$ cat src/rtl/glyph_pkg.sv
`default_nettype none
// ---------------------------------------------------------------------------
// glyph_pkg : shared widths, screen geometry and FSM encoding for the blitter
// Revision  : 1.0
// ---------------------------------------------------------------------------
package glyph_pkg;

  localparam int CHAR_ID_WIDTH  = 8;
  localparam int X_WIDTH        = 9;
  localparam int Y_WIDTH        = 9;
  localparam int COLOR_WIDTH    = 4;
  localparam int FB_ADDR_WIDTH  = 17;
  localparam int GLYPH_W        = 8;
  localparam int GLYPH_H        = 8;
  localparam int SCREEN_W       = 320;
  localparam int SCREEN_H       = 240;

  localparam int ROW_W          = $clog2(GLYPH_H);
  localparam int COL_W          = $clog2(GLYPH_W);
  localparam int ROM_ADDR_WIDTH = CHAR_ID_WIDTH + ROW_W;
  // One bit wider than the coordinates so clipping never wraps
  localparam int XS_W           = X_WIDTH + 1;
  localparam int YS_W           = Y_WIDTH + 1;

  typedef enum logic [2:0] {
    ST_IDLE     = 3'd0,
    ST_LATCH    = 3'd1,
    ST_FETCH    = 3'd2,
    ST_WAIT_ROM = 3'd3,
    ST_DRAW     = 3'd4
  } state_t;

endpackage
`default_nettype wire

$ cat src/rtl/fb_address_gen.sv
`default_nettype none
// ---------------------------------------------------------------------------
// fb_address_gen : pixel position, clip flag and linear framebuffer address
// Revision       : 1.0
// ---------------------------------------------------------------------------
module fb_address_gen
  import glyph_pkg::*;
(
  input  logic [X_WIDTH-1:0]       x_i,
  input  logic [Y_WIDTH-1:0]       y_i,
  input  logic [COL_W-1:0]         col_i,
  input  logic [ROW_W-1:0]         row_i,
  output logic                     in_bounds_o,
  output logic [FB_ADDR_WIDTH-1:0] fb_addr_o
);

  localparam int PROD_W = YS_W + $clog2(SCREEN_W) + 1;

  logic [XS_W-1:0]   w_px;
  logic [YS_W-1:0]   w_py;
  logic [PROD_W-1:0] w_lin;

  assign w_px        = {1'b0, x_i} + XS_W'(col_i);
  assign w_py        = {1'b0, y_i} + YS_W'(row_i);
  assign in_bounds_o = (w_px < XS_W'(SCREEN_W)) && (w_py < YS_W'(SCREEN_H));

  // Constant multiplier; 320 reduces to (py << 8) + (py << 6)
  assign w_lin     = PROD_W'(w_py) * PROD_W'(SCREEN_W) + PROD_W'(w_px);
  assign fb_addr_o = w_lin[FB_ADDR_WIDTH-1:0];

endmodule
`default_nettype wire

$ cat src/rtl/glyph_blitter.sv
`default_nettype none
// ---------------------------------------------------------------------------
// glyph_blitter : pops (id, x, y) entries and rasterises 8x8 glyphs to the FB
// Revision      : 1.0
// ---------------------------------------------------------------------------
module glyph_blitter
  import glyph_pkg::*;
(
  input  logic                      clock,
  input  logic                      reset_n,
  input  logic                      enable,
  input  logic                      empty,
  output logic                      pop,
  input  logic [CHAR_ID_WIDTH-1:0]  character_id,
  input  logic [X_WIDTH-1:0]        x_in,
  input  logic [Y_WIDTH-1:0]        y_in,
  output logic [ROM_ADDR_WIDTH-1:0] rom_addr,
  input  logic [GLYPH_W-1:0]        rom_data,
  input  logic [COLOR_WIDTH-1:0]    fg_color,
  output logic                      fb_we,
  output logic [FB_ADDR_WIDTH-1:0]  fb_addr,
  output logic [COLOR_WIDTH-1:0]    fb_data,
  input  logic                      fb_ready,
  output logic                      idle
);

  state_t                     state_q, state_d;
  logic [CHAR_ID_WIDTH-1:0]   id_q, id_d;
  logic [X_WIDTH-1:0]         x_q, x_d;
  logic [Y_WIDTH-1:0]         y_q, y_d;
  logic [ROW_W-1:0]           row_q, row_d;
  logic [COL_W-1:0]           col_q, col_d;
  logic [GLYPH_W-1:0]         shift_q, shift_d;

  logic                       w_pop;
  logic                       w_we;
  logic                       w_pix;
  logic                       w_in_bounds;
  logic [FB_ADDR_WIDTH-1:0]   w_addr;

  fb_address_gen u_addr_gen (
    .x_i         (x_q),
    .y_i         (y_q),
    .col_i       (col_q),
    .row_i       (row_q),
    .in_bounds_o (w_in_bounds),
    .fb_addr_o   (w_addr)
  );

  always_ff @(posedge clock) begin
    if (!reset_n) begin
      state_q <= ST_IDLE;
      id_q    <= '0;
      x_q     <= '0;
      y_q     <= '0;
      row_q   <= '0;
      col_q   <= '0;
      shift_q <= '0;
    end else begin
      state_q <= state_d;
      id_q    <= id_d;
      x_q     <= x_d;
      y_q     <= y_d;
      row_q   <= row_d;
      col_q   <= col_d;
      shift_q <= shift_d;
    end
  end

  always_comb begin
    state_d = state_q;
    id_d    = id_q;
    x_d     = x_q;
    y_d     = y_q;
    row_d   = row_q;
    col_d   = col_q;
    shift_d = shift_q;
    w_pop   = 1'b0;
    w_we    = 1'b0;
    w_pix   = 1'b0;

    case (state_q)
      ST_IDLE: begin
        if (enable && !empty) begin
          w_pop   = 1'b1;
          state_d = ST_LATCH;
        end
      end
      ST_LATCH: begin
        id_d    = character_id;
        x_d     = x_in;
        y_d     = y_in;
        row_d   = '0;
        state_d = ST_FETCH;
      end
      ST_FETCH: begin
        state_d = ST_WAIT_ROM;
      end
      ST_WAIT_ROM: begin
        shift_d = rom_data;
        col_d   = '0;
        state_d = ST_DRAW;
      end
      ST_DRAW: begin
        // The shifter's MSB is always the pixel at the current column
        w_pix = shift_q[GLYPH_W-1] && w_in_bounds;
        w_we  = w_pix;
        if (!w_pix || fb_ready) begin
          shift_d = shift_q << 1;
          if (col_q == COL_W'(GLYPH_W - 1)) begin
            if (row_q == ROW_W'(GLYPH_H - 1)) begin
              state_d = ST_IDLE;
            end else begin
              row_d   = row_q + ROW_W'(1);
              state_d = ST_FETCH;
            end
          end else begin
            col_d = col_q + COL_W'(1);
          end
        end
      end
      default: begin
        state_d = ST_IDLE;
      end
    endcase
  end

  // Strobes are masked during reset so an interrupted glyph cannot write again
  assign pop      = w_pop && reset_n;
  assign fb_we    = w_we && reset_n;
  assign fb_addr  = fb_we ? w_addr : '0;
  assign fb_data  = fb_we ? fg_color : '0;
  assign rom_addr = {id_q, row_q};
  assign idle     = (state_q == ST_IDLE);

endmodule
`default_nettype wire

$ cat config.mk
export PLATFORM = sky130hd
export DESIGN_NAME = glyph_blitter
export DESIGN_NICKNAME = d
export VERILOG_FILES = /design/src/rtl/glyph_pkg.sv /design/src/rtl/fb_address_gen.sv /design/src/rtl/glyph_blitter.sv
export SDC_FILE = /design/constraint.sdc
export NUM_CORES = 1
export LEC_CHECK = 0
export CAP_MARGIN = 30
export CORE_MARGIN = 2
export CORE_UTILIZATION = 45
export CTS_CLUSTER_DIAMETER = 50
export DETAILED_ROUTE_END_ITERATION = 12
export PLACE_DENSITY = 0.75
export SKIP_LAST_GASP = 1
export SLEW_MARGIN = 10
export SYNTH_ARGS = -nofsm -noshare
export SYNTH_HDL_FRONTEND = slang
export SYNTH_SLANG_ARGS = --single-unit
$ cat constraint.sdc
create_clock -name clock -period 5.2 [get_ports clock]
set_input_delay 1.04 -clock clock [delete_from_list [all_inputs] [get_ports clock]]
set_output_delay 1.04 -clock clock [all_outputs]
set_load 0.02 [all_outputs]
==> results_dict.tcl <==
set metrics [dict create \
    outcome "finished clean" \
    clock.fmax_ghz 0.198 \
    rsz0062_at_grt "true" \
    wl_per_cell_um 13.3 \
    synth_edf_count 0 \
    power.switching_mw 0.199 \
    viasPerCell 5.30 \
    cts_sinks 43 \
    cts_buffer_depth 2 \
    tightest_slew_ps 485 \
    endpoint_kind "output port" \
    hold_viol 0 \
    numCtsBuffers 5 \
    combPwrFrac_pct 20.4 \
    vdd_drop_max_v 0.000149 \
    yosysSeqAreaShare_pct 28.7 \
    core_area_mm2 0.00639 \
    synth_fp_nets 425 \
    io_buffers 77 \
    grt_pass1_wl_um 11500 \
    grt.total_usage_pct 19.0 \
    drt_pre_antenna_iters 4 \
    fin_area_mm2 0.00402 \
    initial_core_util_pct 47.0 \
    setup_violations 0 \
    ys_ff_latch 43 \
    post-route-min-period_ps 5050 \
    row_count 29 \
    postPlaceCellArea_mm2 0.00390 \
    clkPwrFrac_pct 29.7 \
    post-route-util_pct 62.9 \
    hp-class "reg -> reg" \
    final_nets 509 \
    clkLatencyLatePin_ps 290 \
    power_density_mw_per_mm2 177 \
    period_share_pct 97.1 \
    post_cts.repair.setup_buffers 0 \
    diodes 0 \
    p_int_mw 0.513 \
    h-tree-depth 2 \
    p_seq_share_pct 49.9 \
    die_area_mm2 0.00734 \
    cts_tree "done" \
    async_flop_share_pct 0 \
    synthTopCellsByArea "dfxtp_1 29%, ha_1 12%, nand2_1 8.0%" \
    ys_top_cells_by_count "64 x nand2_1, 43 x dfxtp_1, 28 x ha_1, 28 x nor2_1, 26 x a21boi_0" \
    overflow 0 \
    cp-endpoint "fb_addr[16]" \
    cts_hold_buf 0 \
    synth_top_area_cell "dfxtp_1" \
    post_route_cells_drive_above_1_share_pct 9.66 \
    cp_max_fo 3 \
    r2r_setup_slack_ps 2520 \
    yosysTopAreaCellShare_pct 28.7 \
    postSynthAreaPerCell_um2 8.57 \
    wl_um 6790 \
    fp.dieW_um 85.7 \
    antenna_found_initial 0 \
    area_growth_pct 33.9 \
    drc 0 \
    r2r_start "row_q[0]$_SDFFE_PN0P_" \
    ff_latch_area_um2 861 \
    cts_root_buf "clkbuf_8" \
    p_leak_nw 1.69 \
    swShare_pct 28.0 \
    synthCells 350 \
    ys_types 46 \
    pin_count 78 \
    cp-start-kind "register" \
    required_ps 4160 \
    gp_congestion 0.841 \
    path_clk_slew_ps 90 \
    maxSlewHeadroom_pct 67.7 \
    grt_pass1_vias 2604 \
    arrival_ps 4010 \
    die_h_um 85.7 \
    grt_start_max_net_pins 48 \
    cap_violations 0 \
    fin_skew_ps 5.26 \
    drt_iter0_markers 91 \
    drtAntennaViolNets 0 \
    critical_path_class "reg -> out" \
    multi_input_area_mm2 0.00208 \
    r2r-end "state_q[1]$_SDFFE_PN0P_" \
    ys.flop_type "dfxtp_1" \
    cp-startpoint "row_q[0]$_SDFFE_PN0P_" \
    via_count 2715 \
    final_max_slew_viol_count 0 \
    dp_hpwl_um 5280 \
    ys_warn_count 0 \
    r2r_cells 10 \
    yosysMostFrequentCell "nand2_1" \
    syn_area_mm2 0.00300 \
    fillCellCount 584 \
]
==> cell families after synthesis <==
kind of cell               share of synthesized area, %
and+or+nand+nor                                    21.4
AOI/OAI and AO/OA                                  24.5
DFF                                                28.7
adders and majority gates                          14.3
xor gates and xnor gates                           8.63
buffers and inverters                              2.50
==> worst max-delay path, stage by stage (launching register included) <==
cell      delay [ps]
dfxtp_1          320
ha_1             230
fa_1             430
a21oi_2          170
or3_1            140
nand2_1           80
ha_1             380
fa_2             430
a211oi_1         270
o21bai_1         100
a21oi_1          180
xor2_1           110
nor3_1           190
xnor3_1          400
nor2_1            90
clkbuf_2         170
==> power groups by stage <==
stage	Combinational (mW)	Sequential, mW	Clock, mW
6_report	0.145	0.355	0.212
5_1_grt	0.162	0.358	0.236
4_1_cts	0.143	0.355	0.219
3_5_place_dp	0.142	0.363	0
3_3_place_gp	0.140	0.362	0
2_1_floorplan	0.0779	0.363	0
==> per-layer routing <==
metal	GRT usage (%)	vias to the layer above	wire, um
met5	0	-	0
met4	3.90	0	40
met3	4.04	4	347
met2	33.6	60	3320
met1	23.8	1243	3090
li1	-	1408	-
==> cell type report <==
cell class,count,area share [%]
clock buffers,5,1.71
flip-flops and latches,43,21.4
well taps,77,2.40
inverters,7,0.654
multi-input cells,287,51.7
clock inverters,3,0.498
repair buffers,90,21.7
==> flip-flops by register name (all words and copies together) (netlist names) <==
| register | flops |
|---|---|
| y_q | 9 |
| col_q | 3 |
| row_q | 3 |
| shift_q | 8 |
| x_q | 9 |
| id_q | 8 |
| state_q | 3 |
==> cells in the final DEF, fill, tap and decap left out, types with 2 or more instances in the layout <==
cell	Yosys	routed
ha_1	28	28
clkbuf_2	0	2
clkinvlp_4	0	2
clkdlybuf4s50_1	0	73
clkbuf_8	0	5
a21o_1	5	5
a211oi_1	5	4
o21ai_1	1	2
a22o_1	8	8
nand3_1	4	4
and2_1	13	13
buf_6	0	2
fa_1	4	3
dlymetal6s2s_1	0	2
o22ai_1	2	2
buf_4	0	11
a21oi_1	13	12
o211ai_1	3	3
a21boi_0	26	26
nor3_2	2	2
nand2_1	64	64
or3_1	2	2
a22o_2	7	7
o21ai_0	7	6
and3_1	3	3
xnor2_1	16	16
nor3_1	4	4
a32o_1	5	5
inv_1	7	7
xor2_1	11	11
nor2b_1	3	3
dfxtp_1	43	43
nand4_1	2	2
o21bai_1	4	4
nor2_1	28	28
==> worst min path at each step <==
stage,from,to,slack (ps),cells after the start
floorplan,shift_q[0]$_SDFFE_PN0P_,shift_q[0]$_SDFFE_PN0P_,440,1
global placement,shift_q[0]$_SDFFE_PN0P_,shift_q[0]$_SDFFE_PN0P_,450,1
detailed placement,shift_q[0]$_SDFFE_PN0P_,shift_q[0]$_SDFFE_PN0P_,460,1
CTS,id_q[3]$_SDFFE_PN0N_,id_q[3]$_SDFFE_PN0N_,470,2
global route,shift_q[0]$_SDFFE_PN0P_,shift_q[0]$_SDFFE_PN0P_,490,1
finish,id_q[3]$_SDFFE_PN0N_,id_q[3]$_SDFFE_PN0N_,470,2
==> repair_timing <==
action	in CTS	in global routing
endpoints found under the setup margin	3	4
pin swaps	0	1
hold endpoints to repair	0	0
resized for setup	4	8
==> metrics by stage <==
step / setup slack [ps] / instances / TNS, ps / total power, mW / hold WS (ps)
floorplan: 300 / 350 / 0 / 0.441 / 443
global placement: 39.6 / 502 / 0 / 0.502 / 447
detailed placement: -62.9 / 502 / -62.9 / 0.505 / 460
CTS: -124 / 510 / -124 / 0.717 / 472
global route: -68.5 / 512 / -68.5 / 0.755 / 491
finish: 152 / 512 / 0 / 0.712 / 467
(Power assumes the default switching activity.)
